--- config.mk ---
export PLATFORM = sky130hd
export DESIGN_NAME = notconcat_unpack
export DESIGN_NICKNAME = d
export VERILOG_FILES = /design/src/rtl/notconcat_unpack.sv
export SDC_FILE = /design/constraint.sdc
export NUM_CORES = 1
export LEC_CHECK = 0
export ABC_AREA = 1
export ABC_CLOCK_PERIOD_IN_PS = 1700
export CORE_ASPECT_RATIO = 0.75
export CORE_MARGIN = 2
export CORE_UTILIZATION = 30
export CTS_CLUSTER_DIAMETER = 120
export DETAILED_ROUTE_END_ITERATION = 10
export SETUP_SLACK_MARGIN = 0.5
export SLEW_MARGIN = 15
export SYNTH_ARGS = -nofsm -noshare
export SYNTH_HDL_FRONTEND = slang
export SYNTH_SLANG_ARGS = --single-unit
--- constraint.sdc ---
create_clock -name clk -period 1.7 [get_ports clk]
set_input_delay 0.51 -clock clk [delete_from_list [all_inputs] [get_ports clk]]
set_output_delay 0.51 -clock clk [all_outputs]
set_load 0.02 [all_outputs]
--- src/rtl/notconcat_unpack.sv ---
// Unpacks a word of inverted byte fields {~f0,...,~f(LANES-1)} and streams the
// recovered fields out one per cycle, f0 first, with a completed-word counter.
module notconcat_unpack #(
    parameter int LANES  = 4,
    parameter int BYTE_W = 8,
    parameter int CNT_W  = 16
) (
    input  logic                      clk,
    input  logic                      rst,
    input  logic                      in_valid,
    output logic                      in_ready,
    input  logic [LANES*BYTE_W-1:0]   in_data,
    output logic                      out_valid,
    input  logic                      out_ready,
    output logic [BYTE_W-1:0]         out_data,
    output logic                      out_last,
    output logic [CNT_W-1:0]          words_done
);
    localparam int W     = LANES * BYTE_W;
    localparam int IDX_W = $clog2(LANES);
    localparam logic [IDX_W-1:0] LAST_IDX = IDX_W'(LANES - 1);

    typedef enum logic {
        IDLE,
        EMIT
    } state_t;

    state_t             state_q, state_d;
    logic [IDX_W-1:0]   idx_q, idx_d;
    logic [W-1:0]       hold_q, hold_d;
    logic [CNT_W-1:0]   cnt_q, cnt_d;

    logic               at_last;
    logic               in_fire;
    logic               out_fire;
    logic [W-1:0]       field_sh;

    always_comb begin
        at_last    = (idx_q == LAST_IDX);
        out_valid  = (state_q == EMIT);
        // Accepting on the last field's handshake gives back-to-back words with no bubble.
        in_ready   = (state_q == IDLE) | ((state_q == EMIT) & out_ready & at_last);
        in_fire    = in_valid & in_ready;
        out_fire   = out_valid & out_ready;
        field_sh   = hold_q >> (BYTE_W * (LANES - 1 - int'(idx_q)));
        out_data   = out_valid ? ~field_sh[BYTE_W-1:0] : '0;
        out_last   = out_valid & at_last;
        words_done = cnt_q;

        state_d = state_q;
        idx_d   = idx_q;
        hold_d  = hold_q;
        cnt_d   = cnt_q;

        case (state_q)
            IDLE: begin
                if (in_fire) begin
                    hold_d  = in_data;
                    idx_d   = '0;
                    state_d = EMIT;
                end
            end
            EMIT: begin
                if (out_fire) begin
                    if (!at_last) begin
                        idx_d = idx_q + IDX_W'(1);
                    end else begin
                        cnt_d = cnt_q + CNT_W'(1);
                        if (in_fire) begin
                            hold_d = in_data;
                            idx_d  = '0;
                        end else begin
                            state_d = IDLE;
                        end
                    end
                end
            end
            default: state_d = IDLE;
        endcase
    end

    always_ff @(posedge clk or posedge rst) begin
        if (rst) begin
            state_q <= IDLE;
            idx_q   <= '0;
            hold_q  <= '0;
            cnt_q   <= '0;
        end else begin
            state_q <= state_d;
            idx_q   <= idx_d;
            hold_q  <= hold_d;
            cnt_q   <= cnt_d;
        end
    end

endmodule

==> impl_metrics.env, run 1 <==
export IMPL_outcome="finished, violations left"
export IMPL_violations="negative setup slack"
export IMPL_p_sw_mw=2.69
export IMPL_synthTopCellsByArea="dfrtp_1 (50%), nand2_1 (19%), nand3_1 (11%), inv_1 (3.0%), nor2_8 (2.4%)"
export IMPL_grt_usage_pct=16.4
export IMPL_path_buf_inv=2
export IMPL_vias=2463
export IMPL_hold_class="register to register"
export IMPL_wirelength_um=7430
export IMPL_comb_power_share_pct=55.8
export IMPL_synth_top_family_by_area="simple AND/OR/NAND/NOR gates"
export IMPL_ir_worst_vdd_mv=0.653
export IMPL_first_pass_iters=4
export IMPL_diodes=0
export IMPL_cp_cell_sequence="buf_12 > nand2_1 > nand3_2 > a21oi_4 > buf_6"
export IMPL_muxShareOfSynthArea_pct=0.444
export IMPL_syn2layout_area_growth_pct=75.1
export IMPL_use_met3_pct=2.34
export IMPL_synth_main_ff_cell="dfrtp_1"
export IMPL_skew_ns=0.00803
export IMPL_synthArstFlopShare_pct=100
export IMPL_tightest_slew_ns=0.487
export IMPL_num_fill_cells=749
export IMPL_synth_edf_count=0
export IMPL_finalSetupTns_ns=-2.90
export IMPL_dieArea_um2=9200
export IMPL_top_usage_layer="met2"
export IMPL_grt_pass1_vias=2439
export IMPL_slew_violations=0
export IMPL_start_util_pct=31.4
export IMPL_dp_cells=494
export IMPL_crit_type="register to output pin"
export IMPL_cts_buffer_depth=2
export IMPL_cp_arrival_ns=1.43
export IMPL_grt_ovfl_total=0
export IMPL_ys_types=24
export IMPL_relSlewSlack_pct=67.4
export IMPL_whs_ns=0.475
export IMPL_yosysMostFrequentCell="nand2_1"
export IMPL_postRouteAntennaNets=0
export IMPL_antenna_found_initial=0
export IMPL_drt_initial_drc_count=126
export IMPL_drive_gt1_share_pct=42.1
export IMPL_postLayoutCoreUtil_pct=55.1
export IMPL_drv_cap=0
export IMPL_portBuffers=62
export IMPL_grt_max_degree=28
export IMPL_synthXorXnorAreaFrac_pct=2.77
export IMPL_ys_seq_elements=51
export IMPL_dp_hpwl_um=4830
export IMPL_pwr_share_seq_pct=29.8
export IMPL_cts_tree="done"
export IMPL_ctsRootBufferMaster="clkbuf_16"
export IMPL_synth_simple_area_share_pct=36.8
export IMPL_die_y_um=83.6
export IMPL_via_per_inst=4.62
export IMPL_syn_num_nets=354
export IMPL_powerDensity_nw_per_um2=1530
export IMPL_critical_path_max_stage_delay_ns=0.48
export IMPL_synth_compound_area_share_pct=2.52
export IMPL_power_frac_clock_pct=14.5
export IMPL_ioPinCount=63
export IMPL_setup_violations=35
export IMPL_startpoint_type="register"
export IMPL_p_int_mw=4.10
export IMPL_ys_warn_count=0
export IMPL_fin_crit_sh_pct=114
export IMPL_core_area_um2=8060
export IMPL_p_leak_nw=2.18
export IMPL_setup_ws_ns=-0.241
export IMPL_clock_sinks=51
export IMPL_rows=28
export IMPL_syn_area_per_cell_um2=8.02
export IMPL_final_cells=533
export IMPL_netlist_instances=316
export IMPL_grt_pass1_wl_um=11800
export IMPL_crit_family="flip-flops"
export IMPL_yosysSeqAreaShare_pct=50.4
export IMPL_synth_top_area_share_pct=50.4
export IMPL_synthTopCellsByCount="nand2_1 (129), nand3_1 (55), dfrtp_1 (51)"
export IMPL_cts_hold_buf=0
export IMPL_synthAdderAreaFrac_pct=0.988
export IMPL_path_clk_slew_ns=0.07
export IMPL_cts_buffers=5
export IMPL_timing_fmax_mhz=515
export IMPL_cp_end_kind="output pin"
export IMPL_use_met1_pct=23.9
export IMPL_fin_crit_ns=1.94
export IMPL_rsz0062_at_grt="true"
export IMPL_finalHoldViolations=0
export IMPL_cpMaxStageDelayCell="dfrtp_2"
export IMPL_wl_per_cell_um=13.9
export IMPL_finalPower_mw=6.79
export IMPL_switching_share_pct=39.6
export IMPL_cts_htree_levels=2
export IMPL_die_w_um=110
export IMPL_grtUsageMet2_pct=25.4
export IMPL_remaining_drc_errors=0
export IMPL_nets=465
export IMPL_clk_latency_ns=0.29
export IMPL_gp_congestion=0.810
export IMPL_yosysTopAreaCell="dfrtp_1"
export IMPL_synth_area_um2=2530
export IMPL_required_ns=1.19
export IMPL_path_max_fanout=16
## path summary, 6_finish.rpt
kind	endpoint	startpoint	cells past startpoint	slack (ns)
max	out_data[3]	idx_q[0]	5	-0.24
min	hold_q[20]	hold_q[20]	2	0.48
max reg2reg	hold_q[19]	idx_q[0]	13	-0.06
min reg2reg	hold_q[20]	hold_q[20]	2	0.48
max in group asynchronous	words_done[11]	rst	3	0.68
min in group asynchronous	hold_q[10]	rst	2	0.54
## per-stage QoR
stage / area [um^2] / worst slack [ns]
final: 4440 / -0.241
after floorplan: 2720 / 0.103
after global placement: 3580 / -0.649
after global routing: 4440 / -0.305
after CTS: 4100 / -0.225
after detailed placement: 3580 / -0.641
## kinds of logic (layout without fill, tap and decap cells)
family / Yosys count / after routing
compound gates: 12 / 12
xor+xnor: 8 / 8
fa+ha+maj: 2 / 2
buf+inv: 37 / 148
flops: 51 / 51
mux: 1 / 1
simple gates: 205 / 206
## state kept, by name, summed over array words and instances, names as in the netlist
| register | count |
|---|---|
| hold_q | 32 |
| words_done | 16 |
| idx_q | 2 |
| out_valid | 1 |
## power groups by stage
stage               logic, mW  registers, mW  clock network (mW)
CTS                      3.41           1.98                1.01
detailed placement       2.90           1.98                   0
finish                   3.79           2.02               0.983
global route             4.10           2.07                1.06
global placement         2.85           1.97                   0
floorplan                1.86           1.98                   0
## per-layer routing
layer / vias to the layer above / wire length [um]
met4: 0 / 58
met3: 5 / 351
met2: 56 / 3580
met5: - / 0
li1: 1232 / -
met1: 1170 / 3440
## worst reg2reg max path, stage by stage (launching register included)
cell and delay (ns):
dfrtp_2 0.47, buf_6 0.14, ha_4 0.14, inv_4 0.04, nand2_4 0.05, nand2_2 0.05
inv_2 0.08, buf_6 0.11, buf_12 0.12, nand2_8 0.07, buf_12 0.13, clkbuf_16 0.15
nand2_1 0.05, nand2_1 0.04
## placed cells by master (no fill, tap or decap), types with 5 or more instances in the layout
master,count
a21oi_4,8
buf_12,6
buf_4,30
buf_6,40
clkbuf_16,7
clkdlybuf4s50_1,34
dfrtp_1,46
dfrtp_2,5
inv_1,15
nand2_1,99
nand2_2,28
nand3_1,32
nand3_2,23
nand4_1,6
## layout make-up
cell class                 instances  area (um^2)  share of cell area (%)
multi-input combinational        229         1500                    33.7
clock buffer                       6          129                    2.90
clock inverter                     2         12.5                   0.282
inverter                          23          105                    2.37
timing repair buffer             117         1280                    28.8
sequential                        51         1280                    28.9
tap                              105          131                    2.96
## what timing repair did
item | CTS | global route
cloned | 3 | 2
setup endpoints to repair | 78 | 78
pin swaps | 2 | 9
gates resized for setup | 194 | 66
buffers inserted | 18 | 8
(Power assumes the default switching activity.)
==> inputs of run 2 (changes only) <==
--- a/config.mk
+++ b/config.mk
@@ -5,10 +5,9 @@
 export SDC_FILE = /design/constraint.sdc
 export NUM_CORES = 1
 export LEC_CHECK = 0
-export ABC_AREA = 1
 export ABC_CLOCK_PERIOD_IN_PS = 1700
 export CORE_ASPECT_RATIO = 0.75
-export CORE_MARGIN = 2
+export CORE_MARGIN = 4
 export CORE_UTILIZATION = 30
 export CTS_CLUSTER_DIAMETER = 120
 export DETAILED_ROUTE_END_ITERATION = 10
==> run 2 against run 1 <==
The flow still finishes with violations (negative setup slack). Combinational power is 1% higher. Setup slack worse by 0.20 ns. Cell count is 28% lower. Sequential power is 4% lower. Critical path depth is 1 lower. Utilization is 0.060 points lower. Maximum frequency is 9.1% lower. Sequential share of layout area is 2.5 points higher. Largest cell class unchanged. Largest power group unchanged. Highest routed layer unchanged.
==> impl_metrics.env, run 2 <==
export IMPL_postRouteAntennaNets=0
export IMPL_cp_end_kind="output pin"
export IMPL_startpoint_type="register"
export IMPL_hold_path_depth=1
export IMPL_tightest_slew_ns=0.276
export IMPL_p_leak_nw=2.00
export IMPL_via_per_inst=4.49
export IMPL_portBuffers=62
export IMPL_wl_per_cell_um=15.8
export IMPL_switching_share_pct=32.7
export IMPL_rows=27
export IMPL_setup_ws_ns=-0.436
export IMPL_r2r_end="hold_q[12]"
export IMPL_nets=320
export IMPL_drv_cap=0
export IMPL_clock_sinks=51
export IMPL_cp_depth=4
export IMPL_ys_seq_elements=51
export IMPL_whs_ns=0.512
export IMPL_p_int_mw=4.35
export IMPL_violations="negative setup slack"
export IMPL_ctsRootBufferMaster="clkbuf_8"
export IMPL_cp_cell_sequence="buf_6 > mux4_2 > nor2b_4 > buf_6"
export IMPL_ir_worst_vdd_mv=0.688
export IMPL_grt_usage_pct=13.5
export IMPL_vias=1726
export IMPL_skew_ns=0.00659
export IMPL_slew_violations=0
export IMPL_setup_violations=43
export IMPL_die_y_um=84.4
export IMPL_grt_pass1_vias=1850
export IMPL_netlist_instances=167
export IMPL_path_max_fanout=4
export IMPL_remaining_drc_errors=0
export IMPL_crit_family="multiplexers"
export IMPL_finalHoldViolations=0
export IMPL_most_common_layout_cells="buf_6 (43), dfrtp_1 (41), clkdlybuf4s50_1 (34)"
export IMPL_cp_arrival_ns=1.63
export IMPL_hold_end="words_done[13]"
export IMPL_cts_htree_levels=2
export IMPL_dieArea_um2=9260
export IMPL_dp_hpwl_um=3820
export IMPL_clk_latency_ns=0.30
export IMPL_synthTopCellsByArea="dfrtp_1 (55%), mux2_1 (15%), mux4_2 (7.7%), xnor2_1 (4.5%), nor2b_1 (2.1%)"
export IMPL_crit_type="register to output pin"
export IMPL_pwr_share_seq_pct=29.9
export IMPL_fin_crit_ns=2.14
export IMPL_drt_initial_drc_count=20
export IMPL_cts_buffer_depth=2
export IMPL_ys_types=32
export IMPL_dp_cells=343
export IMPL_start_util_pct=31.2
export IMPL_synthTopCellsByCount="dfrtp_1 (51), mux2_1 (32), nand2_1 (12), xnor2_1 (12)"
export IMPL_finalSetupTns_ns=-10.24
export IMPL_r2r_cells=11
export IMPL_hp_start="words_done[13]"
export IMPL_comb_power_share_pct=59.4
export IMPL_critPathMostFrequentCell="buf_6"
export IMPL_core_area_um2=7470
export IMPL_grt_max_degree=52
export IMPL_yosysSeqAreaShare_pct=54.7
export IMPL_die_w_um=110
export IMPL_relSlewSlack_pct=81.5
export IMPL_critical_path_max_stage_delay_ns=0.53
export IMPL_outcome="finished, violations left"
export IMPL_powerDensity_nw_per_um2=1570
export IMPL_grt_ovfl_total=0
export IMPL_antenna_found_initial=0
export IMPL_num_fill_cells=639
export IMPL_yosysTopAreaCell="dfrtp_1"
export IMPL_required_ns=1.19
export IMPL_ys_warn_count=0
export IMPL_syn_num_nets=205
export IMPL_final_common_cell="buf_6"
export IMPL_synth_area_um2=2330
export IMPL_syn_area_per_cell_um2=14.0
export IMPL_hold_class="register to register"
export IMPL_finalPower_mw=6.46
export IMPL_synth_main_ff_cell="dfrtp_1"
export IMPL_fin_crit_sh_pct=126
export IMPL_cpMaxStageDelayCell="mux4_2"
export IMPL_power_frac_clock_pct=10.7
export IMPL_ioPinCount=63
export IMPL_synth_edf_count=0
export IMPL_syn2layout_area_growth_pct=76.1
export IMPL_reg2reg_slack_ns=-0.22
export IMPL_first_pass_iters=4
export IMPL_p_sw_mw=2.11
export IMPL_wirelength_um=6060
export IMPL_path_clk_slew_ns=0.09
export IMPL_gp_congestion=0.742
export IMPL_path_buf_inv=2
export IMPL_final_cells=384
export IMPL_synth_top_area_share_pct=54.7
export IMPL_drive_gt1_share_pct=60.4
export IMPL_grt_pass1_wl_um=9750
export IMPL_synthArstFlopShare_pct=100
export IMPL_largest_reg_flops=32
export IMPL_yosysMostFrequentCell="dfrtp_1"
export IMPL_timing_fmax_mhz=468
export IMPL_postLayoutCoreUtil_pct=55.0
export IMPL_regMostFlops="hold_q"
export IMPL_timing_rr_start="idx_q[0]"
export IMPL_diodes=0
export IMPL_rsz0062_at_grt="true"
export IMPL_cts_tree="done"
export IMPL_cts_buffers=5
run 2: cell count changes after synthesis, moves of 4 or more:
cell | previous run | this run
mux4_2 | 0 | 8
nor2_1 | 6 | 2
inv_1 | 20 | 5
nor2b_1 | 0 | 8
xnor2_1 | 3 | 12
mux2_1 | 0 | 32
nand3_1 | 55 | 2
nand2_1 | 129 | 12
a21oi_1 | 9 | 1
clkbuf_1 | 7 | 1
run 2: final cells by class:
type / instances / area (um^2) / area share [%]
clock inverter: 1 / 5.00 / 0.122
sequential: 51 / 1290 / 31.4
inverter: 5 / 25.0 / 0.609
timing repair buffer: 114 / 1250 / 30.5
tap: 101 / 126 / 3.08
clock buffer: 7 / 76.3 / 1.86
multi-input combinational: 105 / 1330 / 32.5
run 2: through the flow:
step | instance area, um^2 | setup WS, ns
2_1_floorplan | 2480 | -0.0953
3_3_place_gp | 3360 | -0.589
3_5_place_dp | 3360 | -0.580
4_1_cts | 4010 | -0.444
5_1_grt | 4110 | -0.510
6_report | 4110 | -0.436
run 2: worst max-delay path by stage:
| stage | start | to | slack [ns] |
|---|---|---|---|
| global route | idx_q[0] | out_data[0] | -0.51 |
| finish | idx_q[0] | out_data[1] | -0.44 |
| global placement | out_ready | in_ready | -0.59 |
| floorplan | idx_q[0] | out_data[0] | -0.1 |
| detailed placement | idx_q[0] | out_data[5] | -0.58 |
| CTS | idx_q[0] | out_data[0] | -0.44 |
run 2: power groups by stage:
| stage | registers, mW | logic [mW] | clock network, mW |
|---|---|---|---|
| 6_report | 1.93 | 3.84 | 0.692 |
| 5_1_grt | 1.99 | 4.07 | 0.768 |
| 4_1_cts | 1.93 | 3.75 | 0.716 |
| 3_5_place_dp | 1.99 | 2.69 | 0 |
| 3_3_place_gp | 1.99 | 2.65 | 0 |
| 2_1_floorplan | 1.97 | 1.68 | 0 |
run 2: kinds of logic (layout without fill, tap and decap cells):
family	count (synthesis)	after routing	synth area share (%)
adders and majority gates	2	2	1.07
buffers and inverters	11	127	2.25
and+or+nand+nor	43	43	11.5
muxes	41	41	23.6
xor gates and xnor gates	15	15	5.63
DFF	51	51	54.7
AOI/OAI and AO/OA	4	4	1.23
run 2: metal layers:
layer | global-route usage [%] | wire length (um) | up-vias
li1 | - | - | 821
met3 | 3.07 | 234 | 5
met2 | 20.3 | 2840 | 36
met4 | 2.72 | 44 | 0
met5 | 0 | 0 | -
met1 | 19.9 | 2950 | 864
run 2: what timing repair did:
action / in CTS / in global routing
endpoints found under the hold margin: 0 / 0
buffers inserted: 25 / 5
resized for setup: 224 / 12
pin swaps: 15 / 12
setup endpoints to repair: 78 / 78
hold buffers: 0 / 0
gates cloned: 3 / 0
